[src/rtl/clk_step_ctrl_if.sv]
// Core-side signals of the run/step/halt controller.
// master: halt request and divider write; receives cpu_ce, state and ce_toggle.
// slave: the controller side.
interface clk_step_ctrl_if #(
  parameter int CNT_W = 26
);
  logic             halt_req;
  logic             div_wr;
  logic [CNT_W-1:0] div_data;
  logic             cpu_ce;
  logic [1:0]       state;
  logic             ce_toggle;

  modport master (
    output halt_req, div_wr, div_data,
    input  cpu_ce, state, ce_toggle
  );

  modport slave (
    input  halt_req, div_wr, div_data,
    output cpu_ce, state, ce_toggle
  );
endinterface

[src/rtl/clk_step_ctrl.sv]
// Run/step/halt controller producing a single-cycle core clock-enable on clk_in.
// Ports: clk_in, rst_n (async, active low), mode_run and step_btn (async board inputs),
// bus: halt_req, div_wr/div_data in; cpu_ce, state, ce_toggle out.
module clk_step_ctrl #(
  parameter int CNT_W       = 26,
  parameter int DEFAULT_DIV = 25_000_000,
  parameter int DEB_CYCLES  = 500_000
) (
  input  logic          clk_in,
  input  logic          rst_n,
  input  logic          mode_run,
  input  logic          step_btn,
  clk_step_ctrl_if.slave bus
);
  localparam int               DEB_W    = (DEB_CYCLES > 1) ? $clog2(DEB_CYCLES) : 1;
  localparam logic [DEB_W-1:0] DEB_LAST = DEB_W'(DEB_CYCLES - 1);
  localparam logic [CNT_W-1:0] DIV_RST  = CNT_W'(DEFAULT_DIV);

  typedef enum logic [1:0] {
    ST_HALT  = 2'b00,
    ST_RUN   = 2'b01,
    ST_STEP  = 2'b10,
    ST_BREAK = 2'b11
  } state_e;

  logic             run_meta_q, run_s_q;
  logic             step_meta_q, step_s_q;
  logic [DEB_W-1:0] deb_cnt_q, deb_cnt_d;
  logic             deb_level_q, deb_level_d;
  logic             step_pulse;
  logic [CNT_W-1:0] div_q, div_d;
  logic [CNT_W-1:0] rate_cnt_q, rate_cnt_d;
  logic [CNT_W-1:0] eff_div_m1;
  logic             tick;
  state_e           state_q, state_d;
  logic             cpu_ce_q, cpu_ce_d;
  logic             ce_toggle_q, ce_toggle_d;

  // Counter runs while the synchronized input disagrees with the accepted level;
  // any return to the accepted level restarts it, so only a stable change is taken.
  always_comb begin
    deb_cnt_d   = deb_cnt_q;
    deb_level_d = deb_level_q;
    step_pulse  = 1'b0;
    if (step_s_q == deb_level_q) begin
      deb_cnt_d = '0;
    end else if (deb_cnt_q == DEB_LAST) begin
      deb_cnt_d   = '0;
      deb_level_d = step_s_q;
      step_pulse  = step_s_q;
    end else begin
      deb_cnt_d = deb_cnt_q + DEB_W'(1);
    end
  end

  always_comb begin
    eff_div_m1 = (div_q == '0) ? '0 : div_q - CNT_W'(1);
    tick       = (rate_cnt_q >= eff_div_m1);
    div_d      = bus.div_wr ? bus.div_data : div_q;
  end

  always_comb begin
    state_d    = state_q;
    cpu_ce_d   = 1'b0;
    rate_cnt_d = '0;
    case (state_q)
      ST_HALT: begin
        if (step_pulse) begin
          state_d  = ST_STEP;
          cpu_ce_d = 1'b1;
        end else if (run_s_q && !bus.halt_req) begin
          state_d = ST_RUN;
        end
      end
      ST_RUN: begin
        if (bus.halt_req) begin
          state_d = ST_BREAK;
        end else if (!run_s_q) begin
          state_d = ST_HALT;
        end else begin
          rate_cnt_d = tick ? '0 : rate_cnt_q + CNT_W'(1);
          cpu_ce_d   = tick;
        end
      end
      ST_STEP: state_d = ST_HALT;
      ST_BREAK: begin
        if (!run_s_q) state_d = ST_HALT;
      end
      default: state_d = ST_HALT;
    endcase
    ce_toggle_d = ce_toggle_q ^ cpu_ce_d;
  end

  always_ff @(posedge clk_in or negedge rst_n) begin
    if (!rst_n) begin
      run_meta_q  <= 1'b0;
      run_s_q     <= 1'b0;
      step_meta_q <= 1'b0;
      step_s_q    <= 1'b0;
      deb_cnt_q   <= '0;
      deb_level_q <= 1'b0;
      div_q       <= DIV_RST;
      rate_cnt_q  <= '0;
      state_q     <= ST_HALT;
      cpu_ce_q    <= 1'b0;
      ce_toggle_q <= 1'b0;
    end else begin
      run_meta_q  <= mode_run;
      run_s_q     <= run_meta_q;
      step_meta_q <= step_btn;
      step_s_q    <= step_meta_q;
      deb_cnt_q   <= deb_cnt_d;
      deb_level_q <= deb_level_d;
      div_q       <= div_d;
      rate_cnt_q  <= rate_cnt_d;
      state_q     <= state_d;
      cpu_ce_q    <= cpu_ce_d;
      ce_toggle_q <= ce_toggle_d;
    end
  end

  assign bus.cpu_ce    = cpu_ce_q;
  assign bus.state     = state_q;
  assign bus.ce_toggle = ce_toggle_q;
endmodule

[src/flat_wrapper.sv]
// flat-port wrapper written by rule: the top's interface ports become plain ports
module clk_step_ctrl_flat 
#(
  parameter int CNT_W       = 26,
  parameter int DEFAULT_DIV = 25_000_000,
  parameter int DEB_CYCLES  = 500_000
)
  (clk_in, rst_n, mode_run, step_btn, bus_halt_req, bus_div_wr, bus_div_data, bus_cpu_ce, bus_state, bus_ce_toggle);
  clk_step_ctrl_if #(.CNT_W(CNT_W)) bus_i ();
  input  logic clk_in;
  input  logic rst_n;
  input  logic mode_run;
  input  logic step_btn;
  input wire logic [$bits(bus_i.halt_req)-1:0] bus_halt_req;
  input wire logic [$bits(bus_i.div_wr)-1:0] bus_div_wr;
  input wire logic [$bits(bus_i.div_data)-1:0] bus_div_data;
  output wire logic [$bits(bus_i.cpu_ce)-1:0] bus_cpu_ce;
  output wire logic [$bits(bus_i.state)-1:0] bus_state;
  output wire logic [$bits(bus_i.ce_toggle)-1:0] bus_ce_toggle;
  assign bus_i.halt_req = bus_halt_req;
  assign bus_i.div_wr = bus_div_wr;
  assign bus_i.div_data = bus_div_data;
  assign bus_cpu_ce = bus_i.cpu_ce;
  assign bus_state = bus_i.state;
  assign bus_ce_toggle = bus_i.ce_toggle;
  clk_step_ctrl #(.CNT_W(CNT_W), .DEFAULT_DIV(DEFAULT_DIV), .DEB_CYCLES(DEB_CYCLES)) u_core (.clk_in(clk_in), .rst_n(rst_n), .mode_run(mode_run), .step_btn(step_btn), .bus(bus_i));
endmodule
[config.mk]
export PLATFORM = sky130hd
export DESIGN_NAME = clk_step_ctrl_flat
export DESIGN_NICKNAME = d
export VERILOG_FILES = /design/src/rtl/clk_step_ctrl_if.sv /design/src/rtl/clk_step_ctrl.sv /design/src/flat_wrapper.sv
export SDC_FILE = /design/constraint.sdc
export NUM_CORES = 1
export LEC_CHECK = 0
export ABC_AREA = 1
export BUFFER_PORTS_ARGS = -buffer_cell sky130_fd_sc_hd__buf_2
export CAP_MARGIN = 20
export CORE_UTILIZATION = 40
export DETAILED_ROUTE_END_ITERATION = 7
export PLACE_DENSITY = 0.59
export SYNTH_ARGS = -nofsm -noshare
export SYNTH_HDL_FRONTEND = slang
export SYNTH_SLANG_ARGS = --single-unit
[constraint.sdc]
create_clock -name clk_in -period 2.7 [get_ports clk_in]
set_input_delay 0.405 -clock clk_in [delete_from_list [all_inputs] [get_ports clk_in]]
set_output_delay 0.405 -clock clk_in [all_outputs]
set_load 0.02 [all_outputs]
==> flow_metrics.py, run 1 <==
metrics = {
    "outcome": {
        "outcome": "finished, violations left",
        "violations": "negative setup slack",
    },
    "clocking": {
        "cts_tree": "done",
        "htree_levels": 3,
        "cts_sinks": 80,
        "worstSkewPairLatency_ns": 0.36,
        "cts_root_buffer": "clkbuf_16",
        "cts_made_buffers": 9,
        "path_clk_slew_ns": 0.06,
        "cts.path.max_buffers": 2,
    },
    "logic_synthesis": {
        "ys.flop_type": "dfrtp_1",
        "synth_edf_count": 0,
        "synthTopCellsByArea": "dfrtp_1, nand2_1, ha_1",
        "syn_area_um2": 5450,
        "synth_fp_nets": 768,
        "syn_inst": 707,
        "synth_area_per_cell_um2": 7.71,
        "yosysWarningCount": 0,
        "yosys.area.top_type": "dfrtp_1",
        "yosysSeqAreaShare_pct": 37.0,
        "ys_ff_latch": 80,
        "yosysUniqueCellTypes": 47,
        "async_reset_ff_share_pct": 100,
        "synth.top_cell.area_share_pct": 31.2,
    },
    "die": {
        "start_util_pct": 41.0,
        "dieHeight_um": 119,
        "ios": 36,
        "core_um2": 13300,
        "die_width_um": 119,
        "rows": 42,
        "die_area_um2": 14100,
    },
    "timing": {
        "drv_slew": 0,
        "slew_headroom_pct": 57.4,
        "worst_pin_slew_ns": 0.639,
        "tns_ns": -4.89,
        "rsz0062_at_grt": "yes",
        "hold_viol": 0,
        "fin_crit_sh_pct": 107,
        "setup_ws_ns": -0.197,
        "max_freq_mhz": 345,
        "min_period_ns": 2.90,
        "clock_skew_ns": 0.0125,
        "setup_viol": 28,
    },
    "setup_path": {
        "worst-endpoint-arrival_ns": 3.18,
        "worstSetupEndpointType": "flip-flop",
        "start_kind": "flip-flop",
        "path_max_fanout": 5,
        "worstPathRequired_ns": 2.99,
        "critical_path_class": "flip-flop to flip-flop",
    },
    "grt": {
        "grt_overflow": 0,
        "track_usage_pct": 19.5,
        "grt_pass1_vias": 4694,
        "grt_pass1_wl_um": 21700,
        "grt_max_degree": 47,
        "antenna_found_initial": 0,
    },
    "place": {
        "numPortBuffers": 35,
        "gp_congestion": 0.875,
        "placed_cell_area_um2": 6300,
        "hpwl_um": 9720,
        "preCtsSetupSlack_ns": -0.253,
        "dp_cells": 967,
    },
    "finish": {
        "final_cell_area_um2": 7240,
        "syn_to_final_growth_pct": 32.7,
        "mostFrequentLayoutCells": "nand2_1, inv_1, nor2_1",
        "nNetsFinal": 886,
        "layout-drive-gt1-share_pct": 33.9,
        "diodes": 0,
        "mostFrequentLayoutCell": "nand2_1",
        "finalNonFillerCells": 1006,
    },
    "pwr": {
        "p_leak_nw": 3.41,
        "p_per_area_nw_per_um2": 478,
        "peakVddDrop_mv": 0.475,
    },
    "drt": {
        "wl_per_cell_um": 13.4,
        "ant_nets": 0,
        "avgViaCountPerCell": 4.93,
        "wirelength_um": 13500,
        "drtPass1Iterations": 5,
        "drt-initial-drc-count": 257,
        "vias": 4962,
        "remaining_drc_errors": 0,
    },
    "run": {
        "cap_viol_max_count": 0,
    },
    "worst_hold_path": {
        "min_path_type": "input pin to asynchronous set/reset pin",
    },
}
==> sequential cells by signal (all words and copies together) (netlist names) <==
name	flops
u_core.run_s_q	1
u_core.bus.cpu_ce	1
u_core.bus.ce_toggle	1
u_core.step_meta_q	1
u_core.div_q	26
u_core.rate_cnt_q	26
u_core.run_meta_q	1
u_core.step_s_q	1
u_core.bus.state	2
u_core.deb_level_q	1
u_core.deb_cnt_q	19
==> routing by layer <==
metal  track usage (%)  up-vias  wire length, um
met2              33.4       91             6790
met3              4.25       18              438
met5                 0        -                0
met4              6.17        0              200
met1              24.3     2330             6100
li1                  -     2523                -
==> critical path, stage by stage (launching register included) <==
cell	delay, ns
dfrtp_1	0.41
nor2_2	0.13
nand2_2	0.08
nor2_2	0.14
nand2_2	0.09
nor2_4	0.14
nand3_4	0.10
nor2_4	0.16
nand3_1	0.11
nand2_2	0.09
nand3_4	0.08
ha_4	0.25
nand2_2	0.06
nor2_2	0.04
nand2_2	0.12
inv_2	0.05
nand2_2	0.05
nand2_2	0.06
nor2_4	0.12
nand3_4	0.11
nor2_8	0.17
inv_6	0.07
buf_12	0.14
nor2_2	0.07
==> cells by family after synthesis <==
family	count (synthesis)	synth area share (%)
AO/OA/AOI/OAI	63	6.45
XOR/XNOR	23	3.69
adder cells (fa/ha/maj)	29	6.65
buffers and inverters	106	7.82
flip-flops	80	37.0
multiplexers	5	1.03
AND/OR/NAND/NOR	401	37.4
==> where the power goes <==
| group | switching (mW) | internal [mW] |
|---|---|---|
| logic | 0.371 | 0.307 |
| clock network | 0.541 | 0.913 |
| registers | 0.0580 | 1.27 |
==> worst paths after layout <==
check / end / start / cells after the start / slack, ns
setup / recovery: u_core.rate_cnt_q[1]$_DFF_PN0_ / u_core.div_q[4]$_DFFE_PN0P_ / 23 / -0.20
hold / removal: u_core.deb_cnt_q[18]$_DFF_PN0_ / rst_n / 1 / 0.05
setup reg to reg: u_core.rate_cnt_q[1]$_DFF_PN0_ / u_core.div_q[4]$_DFFE_PN0P_ / 23 / -0.20
hold reg to reg: u_core.run_s_q$_DFF_PN0_ / u_core.run_meta_q$_DFF_PN0_ / 0 / 0.36
max in group asynchronous: u_core.div_q[22]$_DFFE_PN1P_ / rst_n / 2 / 1.96
min in group clk_in: u_core.step_meta_q$_DFF_PN0_ / step_btn / 1 / 0.16
==> cell usage after synthesis (2+ instances only) <==
| master | count |
|---|---|
| nand2_1 | 170 |
| nor2_1 | 83 |
| inv_1 | 82 |
| dfrtp_1 | 68 |
| nand3_1 | 51 |
| o21ai_0 | 34 |
| ha_1 | 29 |
| nor2_4 | 20 |
| xor2_1 | 19 |
| nand4_1 | 16 |
| a21oi_1 | 14 |
| inv_2 | 13 |
| nor3_1 | 13 |
| dfstp_2 | 12 |
| nand2_2 | 8 |
| nor2_2 | 8 |
| nand3_2 | 7 |
| clkbuf_1 | 5 |
| mux2_2 | 5 |
| nor4_1 | 5 |
| o21bai_1 | 5 |
| nor3_2 | 4 |
| xnor2_1 | 4 |
| a31oi_1 | 2 |
| buf_2 | 2 |
| buf_4 | 2 |
| nand3b_1 | 2 |
| nand4_2 | 2 |
| nor2_8 | 2 |
| nor3_4 | 2 |
| or2_2 | 2 |
==> layout make-up <==
type,instances,area (um^2)
Clock buffer,10,229
Timing Repair Buffer,117,877
Inverter,96,365
Tap cell,176,220
Clock inverter,6,115
Multi-Input combinational cell,521,3410
Fill cell,1230,6060
Sequential cell,80,2020
==> through the flow <==
step,power (mW),utilization (%),hold WS (ns)
after floorplan,1.67,-,0.109
after global placement,1.90,47.4,0.344
after detailed placement,1.91,47.4,0.339
after CTS,3.43,51.3,0.0966
after global routing,3.61,54.4,0.107
final,3.46,54.4,0.0526
==> what timing repair did <==
| action | CTS | global route |
|---|---|---|
| cloned | 1 | 2 |
| setup endpoints to repair | 28 | 28 |
| gates resized for setup | 20 | 68 |
| setup buffers | 13 | 8 |
| pin swaps | 20 | 30 |
| hold buffers | 0 | 0 |
Note: power is estimated with default switching activity, not from simulation.
==> run 2: changes to the inputs <==
--- a/config.mk
+++ b/config.mk
@@ -9,6 +9,7 @@
 export BUFFER_PORTS_ARGS = -buffer_cell sky130_fd_sc_hd__buf_2
 export CAP_MARGIN = 20
 export CORE_UTILIZATION = 40
+export CTS_BUF_LIST = sky130_fd_sc_hd__clkbuf_4
 export DETAILED_ROUTE_END_ITERATION = 7
 export PLACE_DENSITY = 0.59
 export SYNTH_ARGS = -nofsm -noshare
==> flow_metrics.py, run 2 (same netlist as run 1, synthesis figures left out) <==
metrics = {
    "grt": {
        "grt_pass1_vias": 4610,
        "grt_max_degree": 47,
        "grt_pass1_wl_um": 21200,
        "grt_overflow": 0,
        "track_usage_pct": 19.0,
        "antenna_found_initial": 0,
    },
    "timing": {
        "max_freq_mhz": 346,
        "fin_crit_sh_pct": 107,
        "rsz0062_at_grt": "yes",
        "setup_viol": 28,
        "drv_slew": 0,
        "min_period_ns": 2.89,
        "worst_pin_slew_ns": 0.640,
        "whs_ns": 0.0487,
        "hold_viol": 0,
        "clock_skew_ns": 0.0323,
        "setup_ws_ns": -0.190,
        "slew_headroom_pct": 57.3,
    },
    "die": {
        "rows": 42,
        "start_util_pct": 41.0,
        "ios": 36,
        "core_um2": 13300,
        "dieHeight_um": 119,
        "die_area_um2": 14100,
        "die_width_um": 119,
    },
    "clocking": {
        "cts.path.max_buffers": 2,
        "worstSkewPairLatency_ns": 0.47,
        "cts_root_buffer": "clkbuf_4",
        "path_clk_slew_ns": 0.13,
        "cts_sinks": 80,
        "cts_made_buffers": 9,
        "htree_levels": 3,
        "cts_tree": "done",
    },
    "drt": {
        "drt-initial-drc-count": 262,
        "drtPass1Iterations": 4,
        "wl_per_cell_um": 12.7,
        "wirelength_um": 12700,
        "ant_nets": 0,
        "avgViaCountPerCell": 4.86,
        "vias": 4847,
        "remaining_drc_errors": 0,
    },
    "place": {
        "gp_congestion": 0.875,
        "hpwl_um": 9720,
        "numPortBuffers": 35,
    },
    "setup_path": {
        "worst-endpoint-arrival_ns": 3.25,
        "path_buf_inv": 2,
        "regToRegEndpoint": "u_core.rate_cnt_q[6]$_DFF_PN0_",
        "cpMostUsedCell": "nor2_4",
        "cp_cell_sequence": "nor2_2, nand2_2, nor2_2, nand2_2, nor2_4, nand3_4, nor2_4, nand2_1, nand2_1, nand3_2, ha_4, nand2_4, nor2_4, nand2_4, nor2_4, nand2_1, nand2_1, nor2_2, nand3_4, nor2_8, inv_6, clkbuf_16, nor2_4",
        "path_depth": 23,
        "crit_start": "u_core.div_q[5]$_DFFE_PN0P_",
        "worstSetupEndpointType": "flip-flop",
        "path_max_fanout": 5,
        "critPathSlowestCell": "dfrtp_1",
        "slowest_delay_ns": 0.42,
        "worstPathRequired_ns": 3.06,
        "worst-r2r-setup-slack_ns": -0.19,
        "worstReg2RegStart": "u_core.div_q[5]$_DFFE_PN0P_",
        "crit_end": "u_core.rate_cnt_q[6]$_DFF_PN0_",
        "worst_path_dominant_cell_family": "simple AND/OR/NAND/NOR gates",
        "ff2ff_path_depth": 23,
        "critical_path_class": "flip-flop to flip-flop",
        "start_kind": "flip-flop",
    },
    "run": {
        "cap_viol_max_count": 0,
    },
    "worst_hold_path": {
        "min-delay-start": "step_btn",
        "min_path_type": "input pin to flip-flop",
    },
    "finish": {
        "diodes": 0,
        "top_regs": "u_core.div_q x26, u_core.rate_cnt_q x26, u_core.deb_cnt_q x19",
        "layout-drive-gt1-share_pct": 30.2,
        "nNetsFinal": 878,
        "utilization_pct": 51.0,
        "syn_to_final_growth_pct": 24.3,
        "mostFrequentLayoutCells": "nand2_1, inv_1, nor2_1",
        "mostFrequentLayoutCell": "nand2_1",
    },
    "pwr": {
        "p_comb_share_pct": 21.9,
        "peakVddDrop_mv": 0.364,
        "p_per_area_nw_per_um2": 431,
        "seqPwrFrac_pct": 45.3,
        "total_power_mw": 2.92,
        "p_int_mw": 2.05,
        "power.share.clock_pct": 32.8,
        "switching_share_pct": 30.0,
        "p_leak_nw": 3.24,
        "power_switching_mw": 0.878,
    },
    "outcome": {
        "outcome": "finished, violations left",
        "violations": "negative setup slack",
    },
}
[run 2: worst min path at each step]
| stage | slack (ns) | to | depth (start not counted) |
|---|---|---|---|
| floorplan | 0.11 | u_core.bus.ce_toggle$_DFF_PN0_ | 0 |
| finish | 0.05 | u_core.step_meta_q$_DFF_PN0_ | 1 |
| global placement | 0.34 | u_core.run_s_q$_DFF_PN0_ | 0 |
| global route | 0.006 | u_core.run_meta_q$_DFF_PN0_ | 1 |
| CTS | 0.009 | u_core.step_meta_q$_DFF_PN0_ | 1 |
| detailed placement | 0.34 | u_core.step_s_q$_DFF_PN0_ | 0 |
[run 2: routing by layer]
metal  up-vias  routed length [um]  track usage, %
li1       2507                   -               -
met3        14                 482            4.05
met1      2221                5860            24.2
met2       105                6180            32.1
met4         0                 191            5.78
met5         -                   0               0
[run 2: worst reg2reg max path, delay by kind of cell (launching register included)]
kind          cells  cell delay, ns
fa+ha+maj         1            0.29
buf+inv           2            0.25
flops             1            0.42
simple gates     20            1.83
[run 2: final cells by class]
| cell class | instances | area [um^2] |
|---|---|---|
| tap | 176 | 220 |
| multi-input combinational | 521 | 3190 |
| clock buffer | 10 | 75.1 |
| fill | 1300 | 6520 |
| timing repair buffer | 109 | 798 |
| inverter | 96 | 365 |
| clock inverter | 6 | 115 |
| sequential | 80 | 2020 |
[run 2: power groups by stage]
stage / clock [mW] / sequential (mW) / combinational (mW)
2_1_floorplan: 0 / 1.35 / 0.314
3_3_place_gp: 0 / 1.34 / 0.558
3_5_place_dp: 0 / 1.34 / 0.573
4_1_cts: 0.993 / 1.32 / 0.615
5_1_grt: 1.03 / 1.33 / 0.718
6_report: 0.960 / 1.32 / 0.640
[run 2: repair_timing]
item                       in CTS  in global routing
setup endpoints to repair      28                 28
hold buffers                    1                  0
buffers inserted               10                  3
resized for setup              25                 16
gates cloned                    0                  1
pin swaps                       4                 10
hold endpoints to repair       35                  0
[run 2: through the flow]
stage,instances,setup WS (ns),instance area (um^2),setup TNS [ns]
detailed placement,967,-0.253,6300,-6.29
finish,998,-0.190,6780,-3.90
global placement,967,-0.196,6300,-4.56
CTS,994,-0.158,6670,-3.22
global route,998,-0.424,6780,-10.80
floorplan,707,0.00381,5480,0
